**config.mk**
```make
export PLATFORM = sky130hd
export DESIGN_NAME = mvu_dma_src_icb_master
export DESIGN_NICKNAME = d
export VERILOG_FILES = /design/src/rtl/mvu_dma_pkg.sv /design/src/rtl/mvu_dma_src_pfbuf.sv /design/src/rtl/mvu_dma_src_icb_master.sv
export SDC_FILE = /design/constraint.sdc
export NUM_CORES = 1
export LEC_CHECK = 0
export CAP_MARGIN = 20
export CORE_ASPECT_RATIO = 0.7
export CORE_MARGIN = 5
export CORE_UTILIZATION = 50
export DETAILED_ROUTE_END_ITERATION = 16
export GPL_TIMING_DRIVEN = 0
export PLACE_DENSITY_LB_ADDON = 0.25
export REMOVE_ABC_BUFFERS = 1
export SLEW_MARGIN = 20
export SYNTH_ARGS = -nofsm -noshare
export SYNTH_HDL_FRONTEND = slang
export SYNTH_HIERARCHICAL = 1
export SYNTH_SLANG_ARGS = --single-unit
```
**constraint.sdc**
```tcl
create_clock -name clk -period 5.5 [get_ports clk]
set_input_delay 1.1 -clock clk [delete_from_list [all_inputs] [get_ports clk]]
set_output_delay 1.1 -clock clk [all_outputs]
set_load 0.005 [all_outputs]
```
**src/rtl/mvu_dma_pkg.sv**
```systemverilog
// Shared types and constants for the MVU DMA source read path.
// Status-word bit positions are shared with the register block.
package mvu_dma_pkg;

    localparam int WORD_BYTES        = 4;
    localparam int STAT_ERR_BIT      = 0;
    localparam int STAT_PF_VALID_BIT = 1;

    typedef enum logic [2:0] {
        SRC_IDLE,
        SRC_D_CMD,
        SRC_D_RSP,
        SRC_P_CMD,
        SRC_P_RSP,
        SRC_ACK
    } src_state_e;

endpackage

```
**src/rtl/mvu_dma_src_pfbuf.sv**
```systemverilog
// One-word sequential prefetch buffer for the DMA source ICB master.
// Holds the speculative word, its address, and the in-flight marker.
module mvu_dma_src_pfbuf #(
    parameter int ADDR_W = 32,
    parameter int DATA_W = 32
) (
    input  logic              clk,
    input  logic              rst_n,
    input  logic              flush_i,
    input  logic              inv,
    input  logic              start,
    input  logic              rsp_fire,
    input  logic              rsp_err,
    input  logic [ADDR_W-1:0] rsp_addr,
    input  logic [DATA_W-1:0] rsp_data,
    input  logic [ADDR_W-1:0] lookup_addr,
    output logic              hit,
    output logic [DATA_W-1:0] pf_data
);

    logic [ADDR_W-1:0] pf_addr;
    logic              pf_valid;
    logic              pf_pending;

    // A flush in the same cycle hides the stale word at once
    assign hit = pf_valid && !flush_i && (pf_addr == lookup_addr);

    always_ff @(posedge clk) begin
        if (!rst_n) begin
            pf_valid   <= 1'b0;
            pf_pending <= 1'b0;
            pf_addr    <= '0;
            pf_data    <= '0;
        end else begin
            if (start) begin
                pf_pending <= !flush_i;
            end else if (flush_i || rsp_fire) begin
                pf_pending <= 1'b0;
            end

            if (flush_i || inv) begin
                pf_valid <= 1'b0;
            end else if (rsp_fire && pf_pending) begin
                pf_valid <= !rsp_err;
                if (!rsp_err) begin
                    pf_addr <= rsp_addr;
                    pf_data <= rsp_data;
                end
            end
        end
    end

endmodule

```
**src/rtl/mvu_dma_src_icb_master.sv**
```systemverilog
// DMA source read engine: word requests to single-outstanding ICB reads,
// with an optional one-word sequential prefetch.
module mvu_dma_src_icb_master
    import mvu_dma_pkg::*;
#(
    parameter int ADDR_W      = 32,
    parameter int DATA_W      = 32,
    parameter bit PREFETCH_EN = 1'b1
) (
    input  logic                clk,
    input  logic                rst_n,
    input  logic [ADDR_W-1:0]   source_address,
    input  logic                source_valid,
    output logic                source_ready,
    output logic [DATA_W-1:0]   source_data,
    input  logic                flush_i,
    output logic                m_icb_cmd_valid,
    input  logic                m_icb_cmd_ready,
    output logic [ADDR_W-1:0]   m_icb_cmd_addr,
    output logic                m_icb_cmd_read,
    output logic [DATA_W-1:0]   m_icb_cmd_wdata,
    output logic [DATA_W/8-1:0] m_icb_cmd_wmask,
    input  logic                m_icb_rsp_valid,
    output logic                m_icb_rsp_ready,
    input  logic                m_icb_rsp_err,
    input  logic [DATA_W-1:0]   m_icb_rsp_rdata,
    output logic                err_o,
    output logic [ADDR_W-1:0]   err_addr_o,
    input  logic                err_clr_i
);

    localparam logic [ADDR_W-1:0] LAST_WORD = {{(ADDR_W-2){1'b1}}, 2'b00};
    localparam logic [ADDR_W-1:0] STEP      = ADDR_W'(WORD_BYTES);

    src_state_e        state, state_nxt;
    logic [ADDR_W-1:0] req_addr;
    logic [ADDR_W-1:0] src_aligned;
    logic              dem_err;
    logic              pf_hit;
    logic [DATA_W-1:0] pf_data;
    logic              d_done, p_done;
    logic              pf_start, pf_inv;
    logic              addr_lsb_unused;

    assign src_aligned     = {source_address[ADDR_W-1:2], 2'b00};
    assign addr_lsb_unused = ^source_address[1:0];

    assign d_done   = (state == SRC_D_RSP) && m_icb_rsp_valid;
    assign p_done   = (state == SRC_P_RSP) && m_icb_rsp_valid;
    assign pf_start = (state == SRC_ACK) && (state_nxt == SRC_P_CMD);
    assign pf_inv   = (state == SRC_IDLE) && source_valid && !pf_hit;

    always_comb begin
        state_nxt = state;
        unique case (state)
            SRC_IDLE:  if (source_valid)
                           state_nxt = pf_hit ? SRC_ACK : SRC_D_CMD;
            SRC_D_CMD: if (m_icb_cmd_ready) state_nxt = SRC_D_RSP;
            // A request withdrawn mid-read is completed on the bus but not acked
            SRC_D_RSP: if (m_icb_rsp_valid)
                           state_nxt = source_valid ? SRC_ACK : SRC_IDLE;
            SRC_ACK:   state_nxt = (PREFETCH_EN && !dem_err &&
                                    req_addr != LAST_WORD) ? SRC_P_CMD : SRC_IDLE;
            SRC_P_CMD: if (m_icb_cmd_ready) state_nxt = SRC_P_RSP;
            SRC_P_RSP: if (m_icb_rsp_valid) state_nxt = SRC_IDLE;
            default:   state_nxt = SRC_IDLE;
        endcase
    end

    assign source_ready    = (state == SRC_ACK);
    assign m_icb_cmd_valid = (state == SRC_D_CMD) || (state == SRC_P_CMD);
    assign m_icb_rsp_ready = (state == SRC_D_RSP) || (state == SRC_P_RSP);
    assign m_icb_cmd_addr  = req_addr;
    assign m_icb_cmd_read  = 1'b1;
    assign m_icb_cmd_wdata = '0;
    assign m_icb_cmd_wmask = '0;

    always_ff @(posedge clk) begin
        if (!rst_n) begin
            state       <= SRC_IDLE;
            req_addr    <= '0;
            dem_err     <= 1'b0;
            source_data <= '0;
            err_o       <= 1'b0;
            err_addr_o  <= '0;
        end else begin
            state <= state_nxt;
            if ((state == SRC_IDLE) && source_valid) begin
                req_addr <= src_aligned;
                dem_err  <= 1'b0;
                if (pf_hit) source_data <= pf_data;
            end
            if (d_done) begin
                dem_err <= m_icb_rsp_err;
                if (source_valid)
                    source_data <= m_icb_rsp_err ? '0 : m_icb_rsp_rdata;
            end
            if (pf_start) req_addr <= req_addr + STEP;
            if (d_done && m_icb_rsp_err) begin
                err_o <= 1'b1;
                if (!err_o || err_clr_i) err_addr_o <= req_addr;
            end else if (err_clr_i) begin
                err_o      <= 1'b0;
                err_addr_o <= '0;
            end
        end
    end

    mvu_dma_src_pfbuf #(
        .ADDR_W (ADDR_W),
        .DATA_W (DATA_W)
    ) u_pfbuf (
        .clk         (clk),
        .rst_n       (rst_n),
        .flush_i     (flush_i),
        .inv         (pf_inv),
        .start       (pf_start),
        .rsp_fire    (p_done),
        .rsp_err     (m_icb_rsp_err),
        .rsp_addr    (req_addr),
        .rsp_data    (m_icb_rsp_rdata),
        .lookup_addr (src_aligned),
        .hit         (pf_hit),
        .pf_data     (pf_data)
    );

endmodule

```
Word level (Yosys, flattened, before mapping):

Index checks and enable logic that the tools add are counted.

* bitwise logic cells: 3
* reduce and logical (&&, ||, !) cells: 28
* equal/unequal tests: 9
* $add $sub $neg: 1
* mux-type cells: 25

Operators with widths (number)
* $mux W32: 10
* $add A32 B3 Y32 const B: 1
* $eq A32 B32 Y1: 1
* $ne A32 B32 Y1 const B: 1
* $mux W3: 7
* $pmux W3 S6: 1
* $logic_and A1 B1 Y1: 10
* $eq A3 B2 Y1 const B: 3
* $reduce_bool A2 Y1: 4
* $eq A3 B3 Y1 const B: 2
* $mux W1: 6
* $logic_not A1 Y1: 5
* $logic_or A1 B1 Y1: 5
* $eq A3 B1 Y1 const B: 1
* $logic_not A3 Y1: 1
* $not A1 Y1: 3
* $reduce_and A3 Y1: 1
* $mux W2: 1
* $ne A2 B1 Y1 const B: 1
* $reduce_and A2 Y1: 1
* $reduce_or A2 Y1: 1

* input port bits: 72
* output and inout bits: 137
* logic and storage cells: 76
* bits in registers: 167

Logic depth before layout (Yosys ltp):

Gate-level depths: netlist (run 1).

* depth after elaboration: 9
* mapped depth: 12
* gate-level depth less buffers: 8

Cells and area by module:

Netlist (run 1), hierarchy kept.

Modules (own cells, without submodules)
* mvu_dma_src_icb_master: seq. area each 1941.9 µm², instances 1, cells each 617, area each 5022.3 µm²
* mvu_dma_src_pfbuf: seq. area each 1321.3 µm², instances 1, cells each 335, area each 3173.0 µm²

Least setup slack after synthesis (run 1):

OpenSTA, ideal clock, no wires.

* path type: input port to flip-flop
* start: input source_address[16]
* end: register u_pfbuf.pf_addr[10]
* path buffers: 4
* arrival: 3411 ps
* stages: 12
* library setup time: 118 ps
* setup slack: 1971 ps
* path through: xor2_1 > nor4_1 > nand4_1 > nor4_1 > buf_1 > clkbuf_1 > nor2_1 > or4_1 > buf_6 > clkbuf_8 > nand2_1 > a21boi_2

* cells in the longest elaborated chain, start to end: 7

Ends and longest elaborated chain
* start, declared: RTL line mvu_dma_src_icb_master.sv:12 `input logic [ADDR_W-1:0] source_address,`
* $eq A32 B32 Y1: RTL line mvu_dma_src_pfbuf.sv:26 `assign hit = pf_valid && !flush_i && (pf_addr == lookup_addr);`
* $logic_and A1 B1 Y1: RTL line mvu_dma_src_pfbuf.sv:26
* net pf_hit: RTL line mvu_dma_src_icb_master.sv:39 `logic pf_hit;`
* $logic_not A1 Y1: RTL line mvu_dma_src_icb_master.sv:51 `assign pf_inv = (state == SRC_IDLE) && source_valid && !pf_hit;`
* $logic_and A1 B1 Y1: RTL line mvu_dma_src_icb_master.sv:51
* net pf_inv: RTL line mvu_dma_src_icb_master.sv:42 `logic pf_start, pf_inv;`
* $logic_or A1 B1 Y1: RTL line mvu_dma_src_pfbuf.sv:41 `if (flush_i || inv) begin`
* $not A1 Y1 (no source line)
* $reduce_and A3 Y1 (no source line)
* end signal, assigned: RTL line mvu_dma_src_pfbuf.sv:46 `pf_addr <= rsp_addr;`
* end, declared: RTL line mvu_dma_src_pfbuf.sv:21 `logic [ADDR_W-1:0] pf_addr;`

The timed path passes the listed nets, and every way through them passes these cells.
A chain may end at the register's enable or synchronous reset.

Final worst setup path (run 1):

* start: input source_address[8]
* end: register u_pfbuf.pf_addr[21]

The elaborated chain is that of the path after synthesis.

==> key figures, run 1 <==
Synth
  • Post-synth top flop: dfxtp_1
  • Ranking of synthesized cells by area: dfxtp_1 40%, nand2_1 8.4%, a21boi_2 8.2%, buf_4 3.8%, a311oi_1 3.5%
  • Synth Instances: 952
  • Yosys warning total: 6
  • Post-synth top area cell: dfxtp_1
  • Area share of the largest cell type after synthesis: 39.8%
  • Seq/Total Area, Yosys: 39.8%
  • Synth cell types: 69
  • Synthesized flop and latch total: 163
  • Post-Syn Area: 8200 um^2
  • Number of flops mapped to enable cells by yosys: 0
  • Post-synth ARST share: 0%
  • Avg Inst Size Synth: 8.61 um^2

Layout
  • Fill cells: 1,398
  • Fraction of layout cells with a size suffix above 1: 14.0%
  • N_diodes: 0
  • Most common cell after layout, fill and taps aside: nand2_1
  • # nets final: 1,165
  • Fin area: 10,500 um^2
  • Layout area overhead: 28.5%
  • Commonest cells after routing, fill and taps aside: 181 x nand2_1, 164 x clkdlybuf4s50_1, 163 x dfxtp_1, 60 x a21boi_2

Placement
  • Gpl congestion: 0.892
  • Placed Area: 9850 um^2
  • I/O Buffers: 165
  • DP Wirelength: 16,800 um

Critical path
  • Cell Chain, Critical Path: clkdlybuf4s50_1 -> xor2_1 -> nor4_1 -> nand4_1 -> nor4_2 -> buf_4 -> nor2_1 -> nor4_4 -> buf_6 -> buf_6 -> buf_4 -> nand2_1 -> a21boi_2
  • Kind of critical path: in -> reg
  • Slowest stage cell on the critical path: nor4_2
  • RR Startpoint: u_pfbuf/pf_addr[16]$_SDFFE_PN0P_
  • CP Capture Type: flop
  • Crit-path max cell delay: 670 ps
  • CP Data Arrival Time: 4970 ps
  • CP Launch Type: input pin
  • RR Endpoint: u_pfbuf/pf_addr[21]$_SDFFE_PN0P_
  • Crit path launch: source_address[8]
  • R2R cell count: 12
  • Required @ worst endpoint: 5860 ps
  • Crit path to: u_pfbuf/pf_addr[21]$_SDFFE_PN0P_
  • Crit-path max FO: 10
  • Worst R2R Setup Slack: 1680 ps

Timing
  • Worst clock skew: 9.55 ps
  • Final-report hold violation count: 0
  • Final Max Tran Viols: 0
  • Final setup fails: 0
  • Fmax: 217 MHz
  • Crit share post-route: 83.9%
  • RSZ-0062 raised after global routing: no
  • Worst Tran Pin Value: 775 ps
  • Min Tclk post-route: 4620 ps
  • Max-slew headroom: 48.3%

Detailed routing
  • Via-to-Cell Ratio: 5.74
  • DRC viols: 0
  • Antenna Nets Post-Route: 0
  • Per-cell routed wire length: 18.5 um
  • DRT iter0 DRCs: 961
  • Vias: 7,626
  • WL final: 24,600 um
  • 1st-pass router iterations: 8

Global routing
  • Grt ovf: 0
  • Vias in the first global route: 6,728
  • Initial antenna violation count: 0
  • Pin count of the biggest net entering global routing: 74
  • Global-route wire length before repair: 37,900 um
  • Total Routing Usage GR: 25.0%

Floorplan
  • Std cell rows: 39
  • I/O pin count: 209
  • Floorplan core area: 16,200 um^2
  • Initial core utilization: 50.6%
  • Die X: 163 um
  • Die ar.: 19,100 um^2
  • Die Span Y: 117 um

CTS
  • Clk sinks: 163
  • CTS Buf Count: 17
  • CTS tree: built
  • Clock Pin Slew Worst Setup and Hold Paths: 70 ps
  • Worst skew pair latency: 420 ps
  • Clock Tree Root: clkbuf_16
  • Max clock buf depth: 2
  • # Post-CTS Setup Buffers: 0
  • Hold-fix buffers at CTS: 0
  • CTS-repair resized insts: 0
  • H-tree Lvls: 4

Power and ir drop
  • Power per cell area: 270 nW/um^2
  • Peak VDD IR: 0.183 mV
  • Total power: 2.84 mW
  • P_leak: 3.57 nW

Hold path
  • Hold Path Class: reg -> reg

Outcome
  • Outcome: complete, no violations

Job
  • Max-Cap Viols: 0
state kept, by name, indices dropped and copies added, names as in the netlist:
register and flops:
source_data 32, u_pfbuf/pf_addr 32, u_pfbuf/pf_data 32, err_addr_o 30
m_icb_cmd_addr 30, state 3, dem_err 1, err_o 1
u_pfbuf/pf_pending 1, u_pfbuf/pf_valid 1
cell usage after synthesis (9+ instances only):
library cell and instances:
a21boi_2 60, a21oi_1 51, a22oi_1 32, a311oi_1 33, a31oi_1 17, buf_4 42, buf_6 9, clkbuf_1 52
dfxtp_1 163, inv_1 13, nand2_1 183, nand2_2 19, nand3_1 50, nand4_1 10, nor2_1 41, nor4_1 12
xor2_1 30
final cells by class:
cell class | count | area (um^2) | share of cell area (%)
Multi-Input combinational cell | 704 | 4360 | 41.4
Sequential cell | 163 | 3260 | 31.0
Timing Repair Buffer | 190 | 1900 | 18.0
Clock buffer | 22 | 494 | 4.69
Tap cell | 225 | 282 | 2.67
Clock inverter | 10 | 171 | 1.63
Inverter | 15 | 58.8 | 0.559
worst max-delay path, delay by kind of cell:
family / cells / cell delay, ps
simple gates: 6 / 2240
buf+inv: 5 / 1310
xor+xnor: 1 / 170
compound gates: 1 / 130
how the worst min path moves through the flow:
stage                                     start  slack, ps  cells after the start                          endpoint
3_5_place_dp    u_pfbuf/pf_data[8]$_SDFFE_PN0P_        450                      2   u_pfbuf/pf_data[8]$_SDFFE_PN0P_
2_1_floorplan              dem_err$_SDFFE_PN0P_        440                      2              dem_err$_SDFFE_PN0P_
4_1_cts         u_pfbuf/pf_data[8]$_SDFFE_PN0P_        460                      2   u_pfbuf/pf_data[8]$_SDFFE_PN0P_
3_3_place_gp   u_pfbuf/pf_addr[29]$_SDFFE_PN0P_        450                      2  u_pfbuf/pf_addr[29]$_SDFFE_PN0P_
6_report        u_pfbuf/pf_data[8]$_SDFFE_PN0P_        460                      2   u_pfbuf/pf_data[8]$_SDFFE_PN0P_
5_1_grt         u_pfbuf/pf_data[8]$_SDFFE_PN0P_        480                      2   u_pfbuf/pf_data[8]$_SDFFE_PN0P_
cell families (layout without fill, tap and decap cells):
kind of cell / after synthesis / count (layout) / synth area share [%]
other: 2 / 45 / 0.0916
flip-flops: 163 / 163 / 39.8
AND/OR/NAND/NOR: 372 / 372 / 21.7
buffers and inverters: 128 / 237 / 9.37
multiplexers: 2 / 2 / 0.244
adder cells (fa/ha/maj): 2 / 2 / 0.305
AO/OA/AOI/OAI: 252 / 252 / 25.2
XOR/XNOR: 31 / 31 / 3.31
report_power, final:
group,switching (mW),leakage [nW],internal (mW)
clock,0.495,0.323,0.826
sequential,0.0478,1.32,1.20
combinational,0.134,1.93,0.135
total,0.677,3.57,2.16
routing by layer:
layer	share of wire (%)	wire length [um]	vias to the layer above	global-route usage [%]
li1	-	-	3607	-
met1	47	11600	3614	37.8
met2	42	10300	378	35.8
met3	9.7	2370	27	6.44
met4	1.1	278	0	5.53
met5	0	0	-	0
per-stage QoR:
| step | TNS [ps] | std cells | utilization [%] | hold WS [ps] | setup WS (ps) |
|---|---|---|---|---|---|
| after floorplan | -148980 | 882 | - | 440 | -2430 |
| after global placement | -766700 | 1272 | 59.1 | 446 | -8950 |
| after detailed placement | 0 | 1296 | 60.8 | 451 | 516 |
| after CTS | 0 | 1328 | 64.9 | 460 | 946 |
| after global routing | 0 | 1329 | 65.0 | 476 | 730 |
| final | 0 | 1329 | 65.0 | 458 | 884 |
No activity file was read; power rests on OpenSTA's default activity.
==> run 2, diff against run 1 <==
clock period = 4.3 ns   (was 5.5 ns; I/O delays follow)
==> run 2 against run 1 <==
Against the previous run:
- register-to-register slack worse by 1000 ps
- clock power increased by 28%
- combinational power is 28% higher
- clock-buffer cell count did not move
- worst hold slack gained 0.72 ps
- global-route usage about the same
- wire length rose by 0.31%
- sequential power grew 28%
- critical path depth shrank 2
- first-iteration DRC count grew 5.9%
- non-clock buffer count rose by 2
- core utilization increased by 0.15 points
- critical endpoint is now u_pfbuf/pf_addr[5]$_SDFFE_PN0P_
- highest routed layer unchanged
==> key figures, run 2 (synthesis gave the netlist of run 1 again) <==
Outcome
  • Outcome: complete, no violations

Global routing
  • Pin count of the biggest net entering global routing: 74 (unchanged)
  • Total Routing Usage GR: 25.1% (about the same)
  • Grt ovf: 0 (unchanged)
  • Vias in the first global route: 6,728 (unchanged)
  • Global-route wire length before repair: 37,900 um (+0.11%)
  • Initial antenna violation count: 0 (unchanged)

CTS
  • Clk sinks: 163 (unchanged)
  • Clock Tree Root: clkbuf_16
  • CTS tree: built
  • CTS Buf Count: 17 (unchanged)
  • Worst skew pair latency: 420 ps (about the same)
  • Max clock buf depth: 2 (unchanged)
  • Clock Pin Slew Worst Setup and Hold Paths: 70 ps (about the same)
  • H-tree Lvls: 4 (unchanged)

Critical path
  • Required @ worst endpoint: 4610 ps (-1250 ps)
  • RR Startpoint: u_pfbuf/pf_addr[16]$_SDFFE_PN0P_
  • RR Endpoint: u_pfbuf/pf_addr[5]$_SDFFE_PN0P_
  • Crit-path max FO: 33 (+23)
  • CP Data Arrival Time: 4490 ps (-480 ps)
  • R2R cell count: 10 (-2)
  • Worst R2R Setup Slack: 680 ps (-1000 ps)
  • Kind of critical path: in -> reg
  • CP Launch Type: input pin
  • CP Capture Type: flop

Layout
  • N_diodes: 0 (unchanged)
  • Layout area overhead: 28.7%
  • Most common cell after layout, fill and taps aside: nand2_1
  • Fraction of layout cells with a size suffix above 1: 14.2% (+0.16 points)
  • Largest regs: source_data: 32 flops, u_pfbuf/pf_addr: 32 flops, u_pfbuf/pf_data: 32 flops
  • Commonest cells after routing, fill and taps aside: 181 x nand2_1, 164 x clkdlybuf4s50_1, 163 x dfxtp_1, 60 x a21boi_2
  • Post-Layout Cell Count: 1,331 (+0.15%)
  • Finished Core Util: 65.1% (+0.15 points)
  • # nets final: 1,167 (+0.17%)

Timing
  • Final Max Tran Viols: 0 (unchanged)
  • Final setup fails: 0 (unchanged)
  • Fmax: 240 MHz
  • Min Tclk post-route: 4170 ps
  • Final worst slack: 127 ps (-757 ps)
  • RSZ-0062 raised after global routing: no
  • Worst clock skew: 10.7 ps (+1.12 ps)
  • Max-slew headroom: 49.5% (+1.1 points)
  • Final-report hold violation count: 0 (unchanged)
  • Worst Tran Pin Value: 753 ps (-22.1 ps)
  • Post-route setup TNS: 0 ps (unchanged)
  • Crit share post-route: 97.0%

Detailed routing
  • WL final: 24,700 um (+0.31%)
  • Via-to-Cell Ratio: 5.76 (+0.32%)
  • 1st-pass router iterations: 6 (-2)
  • Per-cell routed wire length: 18.5 um (+0.16%)
  • DRC viols: 0 (unchanged)
  • Vias: 7,662 (+0.47%)
  • DRT iter0 DRCs: 1,018 (+5.9%)
  • Antenna Nets Post-Route: 0 (unchanged)

Power and ir drop
  • Sw Ratio: 23.9% (+0.060 points)
  • Peak VDD IR: 0.237 mV (+30%)
  • Clock Power Share: 46.5% (about the same)
  • Internal: 2.77 mW (+28%)
  • P_leak: 3.59 nW (+0.66%)
  • Power per cell area: 345 nW/um^2 (+28%)
  • Share of total power in sequential cells: 44.0% (about the same)
  • Combinational share of power: 9.5% (about the same)
  • P_sw: 0.868 mW (+28%)

Placement
  • Gpl congestion: 0.892 (unchanged)
  • I/O Buffers: 165 (unchanged)
  • Pre-CTS setup slack: -444 ps (-960 ps)
  • Cells after DPL: 1,296 (unchanged)
  • DP Wirelength: 16,800 um (unchanged)

Floorplan
  • Die ar.: 19,100 um^2 (unchanged)
  • Floorplan core area: 16,200 um^2 (unchanged)
  • I/O pin count: 209 (unchanged)
  • Std cell rows: 39 (unchanged)
  • Initial core utilization: 50.6% (unchanged)
  • Die X: 163 um (unchanged)
  • Die Span Y: 117 um (unchanged)

Hold path
  • Hold path depth: 2 (unchanged)
  • Hold Startpoint: u_pfbuf/pf_data[8]$_SDFFE_PN0P_
  • Hold Path Class: reg -> reg
  • Hold endpoint: u_pfbuf/pf_data[8]$_SDFFE_PN0P_

Job
  • Max-Cap Viols: 0 (unchanged)
[run 2: cell count changes in the layout (fill, tap and decap cells not counted), sizes merged]
cell and change:
buf +2
[run 2: through the flow]
step	area [um^2]	power [mW]	hold WS, ps
floorplan	7640	1.75	440
global placement	9580	1.96	446
detailed placement	9850	1.97	451
CTS	10500	3.66	460
global route	10600	3.76	476
finish	10600	3.64	459
[run 2: how the worst max path moves through the flow]
stage | startpoint | endpoint | slack, ps | cells after the start
after global placement | source_valid | source_data[29]$_SDFF_PN0_ | -9910 | 5
final | source_address[8] | u_pfbuf/pf_addr[5]$_SDFFE_PN0P_ | 130 | 11
after CTS | source_address[16] | u_pfbuf/pf_addr[21]$_SDFFE_PN0P_ | 140 | 13
after floorplan | source_valid | source_data[0]$_SDFF_PN0_ | -3390 | 4
after global routing | source_address[8] | u_pfbuf/pf_addr[5]$_SDFFE_PN0P_ | 30 | 11
after detailed placement | source_address[8] | u_pfbuf/pf_addr[21]$_SDFFE_PN0P_ | -440 | 13
[run 2: final cells by class]
| type | instances | area (um^2) |
|---|---|---|
| Timing Repair Buffer | 192 | 1910 |
| Clock inverter | 10 | 171 |
| Clock buffer | 22 | 494 |
| Sequential cell | 163 | 3260 |
| Tap cell | 225 | 282 |
| Multi-Input combinational cell | 704 | 4370 |
| Inverter | 15 | 58.8 |
| Fill cell | 1399 | 5650 |
[run 2: critical path: stages]
cell and delay (ps):
clkdlybuf4s50_1 450, xor2_1 170, nor4_1 540, nand4_1 300, nor4_4 540, buf_4 260, nor2_1 100, or4_4 780
buf_12 290, nand2_1 110, a21boi_2 50
[run 2: power groups by stage]
stage | clock [mW] | combinational, mW | sequential [mW]
floorplan | 0 | 0.132 | 1.61
global placement | 0 | 0.328 | 1.63
detailed placement | 0 | 0.335 | 1.63
CTS | 1.72 | 0.338 | 1.60
global route | 1.79 | 0.368 | 1.61
finish | 1.69 | 0.344 | 1.60
[run 2: per-layer routing]
metal  wire length (um)  track usage, %  part of all wire, %
met1              11500            37.7                   47
met3               2530            6.83                   10
met2              10300            35.8                   42
met5                  0               0                    0
met4                297            5.59                  1.2
[run 2: what timing repair did]
action / in CTS / in global routing
buffers inserted: 0 / 2
pin swaps: 0 / 1
resized for setup: 1 / 0
endpoints found under the setup margin: 1 / 10
hold buffers: 0 / 0
